### src/rtl/toggle_pulse_rx_if.sv
// Event handshake between toggle_pulse_rx and its consumer.
// The receiver drives out_valid/pend_cnt and samples out_ready.
interface toggle_pulse_rx_if #(
    parameter int PEND_WIDTH = 4
);
    logic                  out_valid;
    logic                  out_ready;
    logic [PEND_WIDTH-1:0] pend_cnt;

    modport master (
        output out_valid,
        output pend_cnt,
        input  out_ready
    );

    modport slave (
        input  out_valid,
        input  pend_cnt,
        output out_ready
    );
endinterface

### src/rtl/toggle_pulse_rx.sv
// Destination side of a toggle pulse crossing: one event per level change,
// queued in a saturating credit counter and acknowledged by a return toggle.
module toggle_pulse_rx #(
    parameter int SYNC_STAGES = 2,
    parameter int PEND_WIDTH  = 4,
    parameter int CNT_WIDTH   = 16
) (
    input  logic                 clk,
    input  logic                 rst,
    toggle_pulse_rx_if.master    evt,
    input  logic                 toggle,
    output logic                 ack_toggle,
    output logic                 overflow,
    input  logic                 overflow_clr,
    output logic [CNT_WIDTH-1:0] edge_cnt,
    output logic                 warm
);

    localparam int WARM_W = $clog2(SYNC_STAGES + 2);
    localparam logic [WARM_W-1:0]     WARM_END = WARM_W'(SYNC_STAGES + 1);
    localparam logic [WARM_W-1:0]     WARM_ONE = WARM_W'(1);
    localparam logic [PEND_WIDTH-1:0] PEND_ONE = PEND_WIDTH'(1);
    localparam logic [CNT_WIDTH-1:0]  CNT_ONE  = CNT_WIDTH'(1);

    logic [SYNC_STAGES-1:0] sync;
    logic                   sync_last;
    logic                   toggle_d;
    logic [WARM_W-1:0]      warm_cnt;
    logic [PEND_WIDTH-1:0]  pend_q;
    logic [PEND_WIDTH-1:0]  pend_nxt;
    logic                   edge_det;
    logic                   accept;
    logic                   full;
    logic                   ovf_set;

    assign sync_last = sync[SYNC_STAGES-1];
    assign edge_det  = (sync_last ^ toggle_d) & warm;
    assign full      = &pend_q;

    // out_valid comes straight from the credit register, no input path.
    assign evt.out_valid = |pend_q;
    assign evt.pend_cnt  = pend_q;
    assign accept        = evt.out_valid & evt.out_ready;

    always_ff @(posedge clk or posedge rst) begin
        if (rst) begin
            sync     <= '0;
            toggle_d <= 1'b0;
        end else begin
            sync     <= {sync[SYNC_STAGES-2:0], toggle};
            toggle_d <= sync_last;
        end
    end

    // toggle_d tracks during warm-up, so a line already high is absorbed.
    always_ff @(posedge clk or posedge rst) begin
        if (rst) begin
            warm_cnt <= '0;
            warm     <= 1'b0;
        end else begin
            if (warm_cnt != WARM_END) begin
                warm_cnt <= warm_cnt + WARM_ONE;
            end
            if (warm_cnt == WARM_END) begin
                warm <= 1'b1;
            end
        end
    end

    always_comb begin
        pend_nxt = pend_q;
        ovf_set  = 1'b0;
        unique case ({edge_det, accept})
            2'b10: begin
                if (full) begin
                    ovf_set = 1'b1;
                end else begin
                    pend_nxt = pend_q + PEND_ONE;
                end
            end
            2'b01:   pend_nxt = pend_q - PEND_ONE;
            default: pend_nxt = pend_q;
        endcase
    end

    always_ff @(posedge clk or posedge rst) begin
        if (rst) begin
            pend_q     <= '0;
            ack_toggle <= 1'b0;
        end else begin
            pend_q <= pend_nxt;
            if (accept) begin
                ack_toggle <= ~ack_toggle;
            end
        end
    end

    // A new drop wins over a clear issued in the same cycle.
    always_ff @(posedge clk or posedge rst) begin
        if (rst) begin
            overflow <= 1'b0;
        end else if (ovf_set) begin
            overflow <= 1'b1;
        end else if (overflow_clr) begin
            overflow <= 1'b0;
        end
    end

    always_ff @(posedge clk or posedge rst) begin
        if (rst) begin
            edge_cnt <= '0;
        end else if (edge_det) begin
            edge_cnt <= edge_cnt + CNT_ONE;
        end
    end

endmodule

### src/flat_wrapper.sv
// flat-port wrapper written by rule: the top's interface ports become plain ports
module toggle_pulse_rx_flat 
#(
    parameter int SYNC_STAGES = 2,
    parameter int PEND_WIDTH  = 4,
    parameter int CNT_WIDTH   = 16
)
  (clk, rst, toggle, ack_toggle, overflow, overflow_clr, edge_cnt, warm, evt_out_valid, evt_pend_cnt, evt_out_ready);
  toggle_pulse_rx_if #(.PEND_WIDTH(PEND_WIDTH)) evt_i ();
  input  logic clk;
  input  logic rst;
  input  logic toggle;
  output logic ack_toggle;
  output logic overflow;
  input  logic overflow_clr;
  output logic [CNT_WIDTH-1:0] edge_cnt;
  output logic warm;
  output wire logic [$bits(evt_i.out_valid)-1:0] evt_out_valid;
  output wire logic [$bits(evt_i.pend_cnt)-1:0] evt_pend_cnt;
  input wire logic [$bits(evt_i.out_ready)-1:0] evt_out_ready;
  assign evt_out_valid = evt_i.out_valid;
  assign evt_pend_cnt = evt_i.pend_cnt;
  assign evt_i.out_ready = evt_out_ready;
  toggle_pulse_rx #(.SYNC_STAGES(SYNC_STAGES), .PEND_WIDTH(PEND_WIDTH), .CNT_WIDTH(CNT_WIDTH)) u_core (.clk(clk), .rst(rst), .evt(evt_i), .toggle(toggle), .ack_toggle(ack_toggle), .overflow(overflow), .overflow_clr(overflow_clr), .edge_cnt(edge_cnt), .warm(warm));
endmodule
### config.mk
export PLATFORM = sky130hd
export DESIGN_NAME = toggle_pulse_rx_flat
export DESIGN_NICKNAME = d
export VERILOG_FILES = /design/src/rtl/toggle_pulse_rx_if.sv /design/src/rtl/toggle_pulse_rx.sv /design/src/flat_wrapper.sv
export SDC_FILE = /design/constraint.sdc
export NUM_CORES = 1
export LEC_CHECK = 0
export ABC_CLOCK_PERIOD_IN_PS = 4000
export BUFFER_PORTS_ARGS = -buffer_cell sky130_fd_sc_hd__buf_4
export CAP_MARGIN = 20
export CORE_UTILIZATION = 56
export CTS_CLUSTER_DIAMETER = 50
export CTS_CLUSTER_SIZE = 40
export DETAILED_ROUTE_END_ITERATION = 6
export PLACE_DENSITY = 0.82
export SYNTH_ARGS = -nofsm -noshare
export SYNTH_HDL_FRONTEND = slang
export SYNTH_SLANG_ARGS = --single-unit
### constraint.sdc
create_clock -name clk -period 4 [get_ports clk]
set_clock_uncertainty 0.05 [all_clocks]
set_input_delay 0 -clock clk [delete_from_list [all_inputs] [get_ports clk]]
set_output_delay 0 -clock clk [all_outputs]
set_load 0.1 [all_outputs]
=== Word-level counts from Yosys, hierarchy flattened ===
Index checks and enable logic that the tools add are counted.

* Add/sub/neg operators: 4
* Equality and inequality tests: 5
* Muxes and demuxes: 6
* Bitwise operators: 4
* Reductions and logical operators: 5

{| class="wikitable"
|+ Operators with widths
! operator !! number
|-
| adder 16 x 1 -> 16 bit, second input constant || 1
|-
| one-hot mux 4 bit (2 select lines) || 1
|-
| adder 4 x 1 -> 4 bit, second input constant || 1
|-
| == test 2 bit, second input constant || 2
|-
| 2-to-1 mux 1 bit || 4
|-
| 2-to-1 mux 4 bit || 1
|-
| != test 2 bit, second input constant || 2
|-
| AND reduction 4 bit || 1
|-
| nonzero test 2 bit || 2
|-
| OR reduction 4 bit || 1
|-
| subtractor 4 x 1 -> 4 bit, second input constant || 1
|-
| adder 2 x 1 -> 2 bit, second input constant || 1
|-
| bitwise AND 1 bit || 2
|-
| == test 2 x 1 -> 1 bit, second input constant || 1
|-
| AND reduction 2 bit || 1
|-
| inverter 1 bit || 1
|-
| XOR 1 bit || 1
|}

* Register bits after elaboration: 28
* Input port bits: 5
* Output and inout port bits: 24
* Logic and storage cells: 32

=== Logic depth before layout (Yosys ltp) ===
Gate-level depths: netlist of the first run.

* Depth in word-level cells: 5
* Gate-level depth with buffers: 8
* Depth with buffers taken out: 8

=== Worst setup path after synthesis of the first run ===
No wires, ideal clock.

* Path type: register to register
* Start: register u_core.pend_q[3] (netlist: u_core.evt.pend_cnt[3])
* End: register u_core.pend_q[3] (netlist: u_core.evt.pend_cnt[3])
* Library setup time: 165 ps
* Data arrival time: 2428 ps
* Setup slack: 1357 ps
* Cell stages (with the launch flop): 9
* Period minus slack after synthesis: 2643 ps
* Cell sequence: dfrtp_1 o41ai_4 a21o_2 inv_1 ha_1 a21o_1 a21oi_1 mux2i_1 xor2_1

* Cells in the longest elaborated chain, start to end: 5

{| class="wikitable"
|+ Ends and longest elaborated chain
! element !! RTL line !! RTL
|-
| start: declaration || toggle_pulse_rx.sv:29 || <nowiki>logic [PEND_WIDTH-1:0] pend_q;</nowiki>
|-
| start signal: assignment || toggle_pulse_rx.sv:91 || <nowiki>pend_q <= pend_nxt;</nowiki>
|-
| branches (longest 5 deep; another with adder 4 x 1 -> 4 bit) || n/a ||
|}

Parallel ways; which one is timed is not known. The select of a mux whose other input is x is not followed.
A chain may end at the register's enable or synchronous reset.

=== Final worst setup path of the first run ===
Same ends and word-level chain as after synthesis.

==> results of run 1 <==
[through the flow]
step / hold WS [ns] / worst slack, ns / std cells / util, % / instance area, um2
final: 0.144 / 1.60 / 166 / 79.2 / 1620
after global routing: 0.148 / 1.47 / 166 / 79.2 / 1620
after CTS: 0.282 / 1.64 / 165 / 77.9 / 1590
after detailed placement: 0.0633 / 1.67 / 157 / 74.1 / 1510
after global placement: 0.0611 / 1.80 / 157 / 74.1 / 1510
after floorplan: -0.0186 / 1.36 / 102 / - / 1270
[layout make-up]
class	instances	area share (%)
multi-input combinational	68	33.8
inverter	6	1.39
timing repair buffer	33	17.2
clock buffer	4	2.24
sequential	28	43.3
tap	27	2.09
[synth_stat cells (all sizes together)]
library cell | number | area (um2)
nand2 | 7 | 26.3
or2 | 1 | 6.26
fa | 1 | 20.0
xnor2 | 17 | 149
nor4 | 1 | 12.5
mux2 | 2 | 22.5
a21o | 2 | 16.3
and2 | 1 | 6.26
o22ai | 1 | 6.26
mux2i | 1 | 10.0
nor2 | 2 | 7.51
ha | 4 | 50.1
nand4 | 9 | 56.3
and3 | 2 | 12.5
a21oi | 1 | 5.00
o41ai | 1 | 27.5
nand3 | 6 | 30.0
xor2 | 5 | 43.8
dfrtp | 28 | 701
nor3b | 1 | 12.5
inv | 6 | 22.5
or4 | 1 | 8.76
a2bb2oi | 2 | 17.5
[state kept, by name (all words and copies together), names as in the netlist]
signal / flops
u_core.edge_cnt: 16
u_core.evt.pend_cnt: 4
u_core.sync: 2
u_core.warm_cnt: 2
u_core.ack_toggle: 1
u_core.overflow: 1
u_core.toggle_d: 1
u_core.warm: 1
[layer usage]
metal / track usage (%) / routed length [um]
met4: 2.86 / 0
met1: 28.1 / 983
met5: 0 / 0
met2: 38.1 / 1240
met3: 4.63 / 106
[worst max path at each step]
stage                                  end  slack, ns  depth (start not counted)
finish              u_core.evt.pend_cnt[3]       1.60                          8
global route        u_core.evt.pend_cnt[3]       1.47                          8
CTS                 u_core.evt.pend_cnt[3]       1.64                          8
detailed placement  u_core.evt.pend_cnt[3]       1.67                          8
global placement    u_core.evt.pend_cnt[3]       1.80                          8
floorplan           u_core.evt.pend_cnt[3]       1.36                          8
[kinds of logic (layout without fill, tap and decap cells)]
group / after synthesis / after routing / share of synthesized area, %
xor gates and xnor gates: 22 / 22 / 15.2
DFF: 28 / 28 / 55.2
muxes: 3 / 3 / 2.56
buffers and inverters: 6 / 43 / 1.77
and+or+nand+nor: 31 / 31 / 14.1
AOI/OAI and AO/OA: 7 / 7 / 5.72
adders and majority gates: 5 / 5 / 5.52
[critical path, cell delays in order, from the launching register on]
cell     delay, ns
dfrtp_1       0.48
o41ai_4       0.46
a21o_2        0.19
inv_1         0.07
ha_1          0.27
a21o_1        0.15
a21oi_1       0.18
mux2i_1       0.27
xor2_1        0.20
==> summary.md, run 1 <==
| Metric | Value |
|---|---|
| Data arrival, critical path | `between 2 and 3 ns` |
| Number of antenna violations at the first check in global routing | `0` |
| 1st-pass router iterations | `4` |
| Multi-input combinational cell area | `547 um2` |
| Antenna cells | `0` |
| Clock Pin Slew Worst Setup and Hold Paths | `between 0.1 and 0.15 ns` |
| Horizontal die dimension | `between 40 and 50 um` |
| GRT Total Usage | `21.7%` |
| Post-Synthesis Net Count | `112` |
| Endpoint class of the critical path | `register` |
| I/O pin total | `29` |
| Library cells used by synthesis | `25` |
| Minimum period implied by the final worst setup slack | `2.40 ns` |
| Min-Delay Path Class | `in2async` |
| Syn_area_per_cell | `~12 um2` |
| Capturing point of the worst reg2reg path | `u_core.evt.pend_cnt[3]` |
| Startpoint of the most critical register-to-register path | `u_core.evt.pend_cnt[3]` |
| Clock Root Buffer | `clkbuf_4` |
| Max-cap violations | `0` |
| Most frequent cells in the layout | `buf_4, dfrtp_1, xnor2_1` |
| Area inside the core boundary | `~2000 um2` |
| Via density per instance | `5.46` |
| Warnings, synthesis | `0` |
| Die Y | `49.6 um` |
| Required @ worst endpoint | `4.19 ns` |
| Count of hold-fix buffers inserted at cts | `4` |
| Filler cell count | `141` |
| Total Neg Setup Slack | `0 ns` |
| Maximum number of pins on one net before global-route repair | `29` |
| Upper clock frequency limit | `416 MHz` |
| Synthesis-stage register bit count | `28` |
| Count of cells resized by post-cts repair | `0` |
| Worst Setup SP | `u_core.evt.pend_cnt[3]` |
| RSZ-0062 raised after global routing | `no` |
| RePlAce Congestion | `0.781` |
| Share of cells above drive strength 1 | `roughly 29%` |
| Post-synthesis cell area | `roughly 1300 um2` |
| Number of vias after detailed routing | `907` |
| Total congestion overflow | `0` |
| Placed wire-length estimate | `roughly 1.7 mm` |
| Standard-cell rows | `16` |
| Sequential cell area | `about 700 um2` |
| Area growth syn-to-layout | `27.4%` |
| Max-slew violation total from the final report | `0` |
| # port buffers | `28` |
| Largest fanout on the critical path | `5` |
| Maximum buffer depth of the clock tree | `2` |
| Setup bufs post-CTS | `0` |
| Worst setup slack for register-to-register paths | `1.60 ns` |
| Worst Path Class, Setup | `reg2reg` |
| Initial detailed-routing violation count | `13` |
| Sinks on Clock Net | `28` |
| TritonCTS buffer count | `3` |
| Relative slew slack | `70.7%` |
| Setup violators final | `0` |
| Cells after Synth | `102` |
| Area of the die | `2460 um2` |
| Hold Vio Cnt, Final | `0` |
| Depth of the most critical reg-to-reg path | `8` |
| H-tree Lvls | `1` |
| Wire length per cell | `between 10 and 15 um` |
| Clock latency on the worst-skew pair | `0.32 ns` |
| Sequential-to-total area share from yosys stat | `55.2%` |
| Wire length of the first global-routing pass | `4.07 mm` |
| Outcome | `completed` |
| Type of origin of the critical path | `register` |
| Tcrit/Tclk final | `60.1%` |
| Final antenna-violating net count | `0` |
| Number of remaining DRC errors | `0` |
| Slew at the pin closest to its max-slew limit | `0.438 ns` |
| Starting utilization of the core area | `between 60 and 70%` |
| Wire length reported by the detailed router | `2.33 mm` |
| Layout Nets | `150` |
| Clock tree from TritonCTS | `built` |
| Via count of the first global-routing pass | `942` |
Power of run 1 is not shown: default switching activity piles up to over one toggle a cycle in this logic, so the estimate is an artifact.
==> run 2, diff against run 1 <==
Settings changed: ABC_AREA set to 1, ABC_CLOCK_PERIOD_IN_PS 4000 to 2500, CORE_ASPECT_RATIO set to 2, CORE_UTILIZATION 56 to 54, PLACE_DENSITY 0.82 to 0.78.
Clock period 4 ns to 2.5 ns, I/O delays scaled along.
==> summary.md, run 2 <==
| Metric | Value |
|---|---|
| Antenna cells | `0` |
| Endpoint, Worst Hold | `u_core.ack_toggle` |
| Number of vias after detailed routing | `1264` |
| Area growth syn-to-layout | `22.3%` |
| Slew at the pin closest to its max-slew limit | `0.559 ns` |
| Data arrival, critical path | `2.06 ns` |
| Number of antenna violations at the first check in global routing | `0` |
| Complex-gate fraction of the synthesized area | `1.77%` |
| Minimum period implied by the final worst setup slack | `1.93 ns` |
| Post-synthesis async set-or-reset flop share | `100%` |
| Main combinational cell family by area after synthesis | `simple AND/OR/NAND/NOR gates` |
| TritonCTS buffer count | `3` |
| Placed wire-length estimate | `2.45 mm` |
| Via count of the first global-routing pass | `around 1300` |
| Upper clock frequency limit | `518 MHz` |
| Worst Path Class, Setup | `reg2reg` |
| Worst setup timing slack at the placement stage | `0.612 ns` |
| Clock tree from TritonCTS | `built` |
| Max-slew violation total from the final report | `0` |
| Number of synthesized flops with an enable pin | `0` |
| Setup violators final | `0` |
| Type of origin of the critical path | `register` |
| Largest fanout on the critical path | `6` |
| Hold path cells | `3` |
| Max-cap violations | `0` |
| Total Neg Setup Slack | `0 ns` |
| Count of cells resized by post-cts repair | `0` |
| Tcrit/Tclk final | `77.2%` |
| Library cell occupying the most area in the post-synthesis netlist | `dfrtp_1` |
| Share of the synthesized area in the top cell type | `47.2%` |
| Hold Vio Cnt, Final | `0` |
| Post-Synthesis Net Count | `about 180` |
| Horizontal die dimension | `39.1 um` |
| Maximum vdd drop | `0.930 mV` |
| Library cells used by synthesis | `23` |
| Worst hold slack | `0.00962 ns` |
| Syn_area_per_cell | `8.54 um2` |
| Share of the synthesized netlist area taken by xor and xnor gates | `6.49%` |
| Wire length of the first global-routing pass | `5.06 mm` |
| Outcome | `completed` |
| Die Y | `76.2 um` |
| Maximum buffer depth of the clock tree | `2` |
| Total congestion overflow | `0` |
| H-tree Lvls | `1` |
| Wire length per cell | `between 10 and 15 um` |
| Post-synthesis cell area | `1490 um2` |
| Post-layout worst setup margin | `0.570 ns` |
| Required @ worst endpoint | `2.63 ns` |
| Via density per instance | `5.33` |
| Register bank with the most flops | `u_core.edge_cnt` |
| Final antenna-violating net count | `0` |
| Area of the die | `2980 um2` |
| Most frequent cells in the layout | `nand2_1, buf_4, dfrtp_1` |
| Sinks on Clock Net | `28` |
| Layout Nets | `220` |
| Static power due to leakage | `about 0.9 nW` |
| Synthesis-stage register bit count | `28` |
| Relative slew slack | `62.7%` |
| Initial detailed-routing violation count | `30` |
| RSZ-0062 raised after global routing | `no` |
| Clock latency on the worst-skew pair | `roughly 0.28 ns` |
| Hold Startpoint | `evt_out_ready` |
| Warnings, synthesis | `0` |
| Arithmetic-cell share of the synthesized area counting full adders, half adders and majority gates | `4.72%` |
| Capturing point of the worst reg2reg path | `u_core.evt.pend_cnt[3]` |
| Maximum number of pins on one net before global-route repair | `16` |
| I/O pin total | `29` |
| Standard-cell rows | `26` |
| GRT Total Usage | `23.8%` |
| RePlAce Congestion | `0.856` |
| Multiplexer area fraction after synthesis | `0.758%` |
| Leading cell type by number of instances after synthesis | `nand2_1` |
| Starting utilization of the core area | `57.8%` |
| # port buffers | `28` |
| Sequential-to-total area share from yosys stat | `47.2%` |
| Cell types occupying the most area after synthesis | `dfrtp_1, nand2_1, inv_1, xnor2_1, nor2_1` |
| Endpoint class of the critical path | `register` |
| Clock Root Buffer | `clkbuf_8` |
| 1st-pass router iterations | `4` |
| Depth of the most critical reg-to-reg path | `13` |
| Most used flip-flop cell after synthesis | `dfrtp_1` |
| Number of remaining DRC errors | `0` |
| Filler cell count | `200` |
| Commonest non-fill, non-tap cell in the layout | `nand2_1` |
| Clock Pin Slew Worst Setup and Hold Paths | `0.10 ns` |
| Basic-gate share of the synthesized area counting and, or, nand and nor cells | `33.0%` |
| Worst setup slack for register-to-register paths | `~0.57 ns` |
| Cells after Synth | `about 170` |
| Wire length reported by the detailed router | `3.18 mm` |
| Share of cells above drive strength 1 | `25.4%` |
| Number of flip-flops in the largest register | `16` |
| Min-Delay Path Class | `in2reg` |
| Top cells by count, synth | `nand2_1, dfrtp_1, inv_1` |
| Area inside the core boundary | `approximately 2600 um2` |
| Ratio of total power to cell area | `1260 nW/um2` |
| Startpoint of the most critical register-to-register path | `u_core.sync[1]` |
==> run 2: worst max-delay path, stage by stage (launching register included) <==
cell     delay (ns)
dfrtp_1        0.42
inv_1          0.07
nand2_1        0.10
nand3_2        0.14
nand3_2        0.16
inv_1          0.08
ha_1           0.34
nand3_1        0.09
nand3_1        0.09
inv_1          0.05
nand2_1        0.07
nand2_1        0.07
nand2_1        0.06
nand2_1        0.05
==> run 2: worst max-delay path by stage <==
stage                                start                      to  slack (ns)  cells after the start
floorplan           u_core.evt.pend_cnt[3]  u_core.evt.pend_cnt[3]        0.09                     12
global placement            u_core.sync[1]  u_core.evt.pend_cnt[3]        0.77                     12
detailed placement          u_core.sync[1]  u_core.evt.pend_cnt[3]        0.61                     13
CTS                         u_core.sync[1]  u_core.evt.pend_cnt[3]        0.58                     13
global route                u_core.sync[1]  u_core.evt.pend_cnt[3]        0.44                     13
finish                      u_core.sync[1]  u_core.evt.pend_cnt[3]        0.57                     13
==> run 2: layer usage <==
layer / share of wire, % / vias to the layer above / global-route usage (%)
met2: 57 / 40 / 43.0
met3: 3.7 / 9 / 3.79
met1: 36 / 600 / 22.2
li1: - / 615 / -
met4: 3.0 / 0 / 13.8
met5: 0 / - / 0
==> run 2: through the flow <==
step | power [mW] | utilization [%] | cells | instance area [um2]
final | 2.28 | 70.7 | 237 | 1820
after global routing | 2.37 | 70.7 | 237 | 1820
after CTS | 2.29 | 70.7 | 237 | 1820
after detailed placement | 2.00 | 67.4 | 230 | 1730
after global placement | 1.97 | 67.4 | 230 | 1730
after floorplan | 1.72 | - | 174 | 1490
==> run 2: what timing repair did <==
item,CTS,global route
hold endpoints to repair,15,0
buffers inserted,0,0
hold buffers,3,0
==> run 2: layout make-up <==
class / instances / area [um2] / area share (%)
Clock buffer: 4 / 55.1 / 3.03
Inverter: 21 / 78.8 / 4.34
Timing Repair Buffer: 32 / 248 / 13.6
Multi-Input combinational cell: 124 / 694 / 38.2
Tap cell: 28 / 35.0 / 1.93
Sequential cell: 28 / 706 / 38.8
==> run 2: cell families (layout without fill, tap and decap cells) <==
family / Yosys count / count (layout)
simple gates: 102 / 102
buf+inv: 22 / 57
mux: 1 / 1
xor+xnor: 11 / 11
fa+ha+maj: 5 / 5
flops: 28 / 28
compound gates: 5 / 5
==> run 2: power by group <==
group	switching, mW	internal [mW]
Combinational	1.02	0.288
Sequential	0.125	0.558
Clock	0.144	0.141
Total	1.29	0.988
Note: power is estimated with default switching activity, not from simulation.
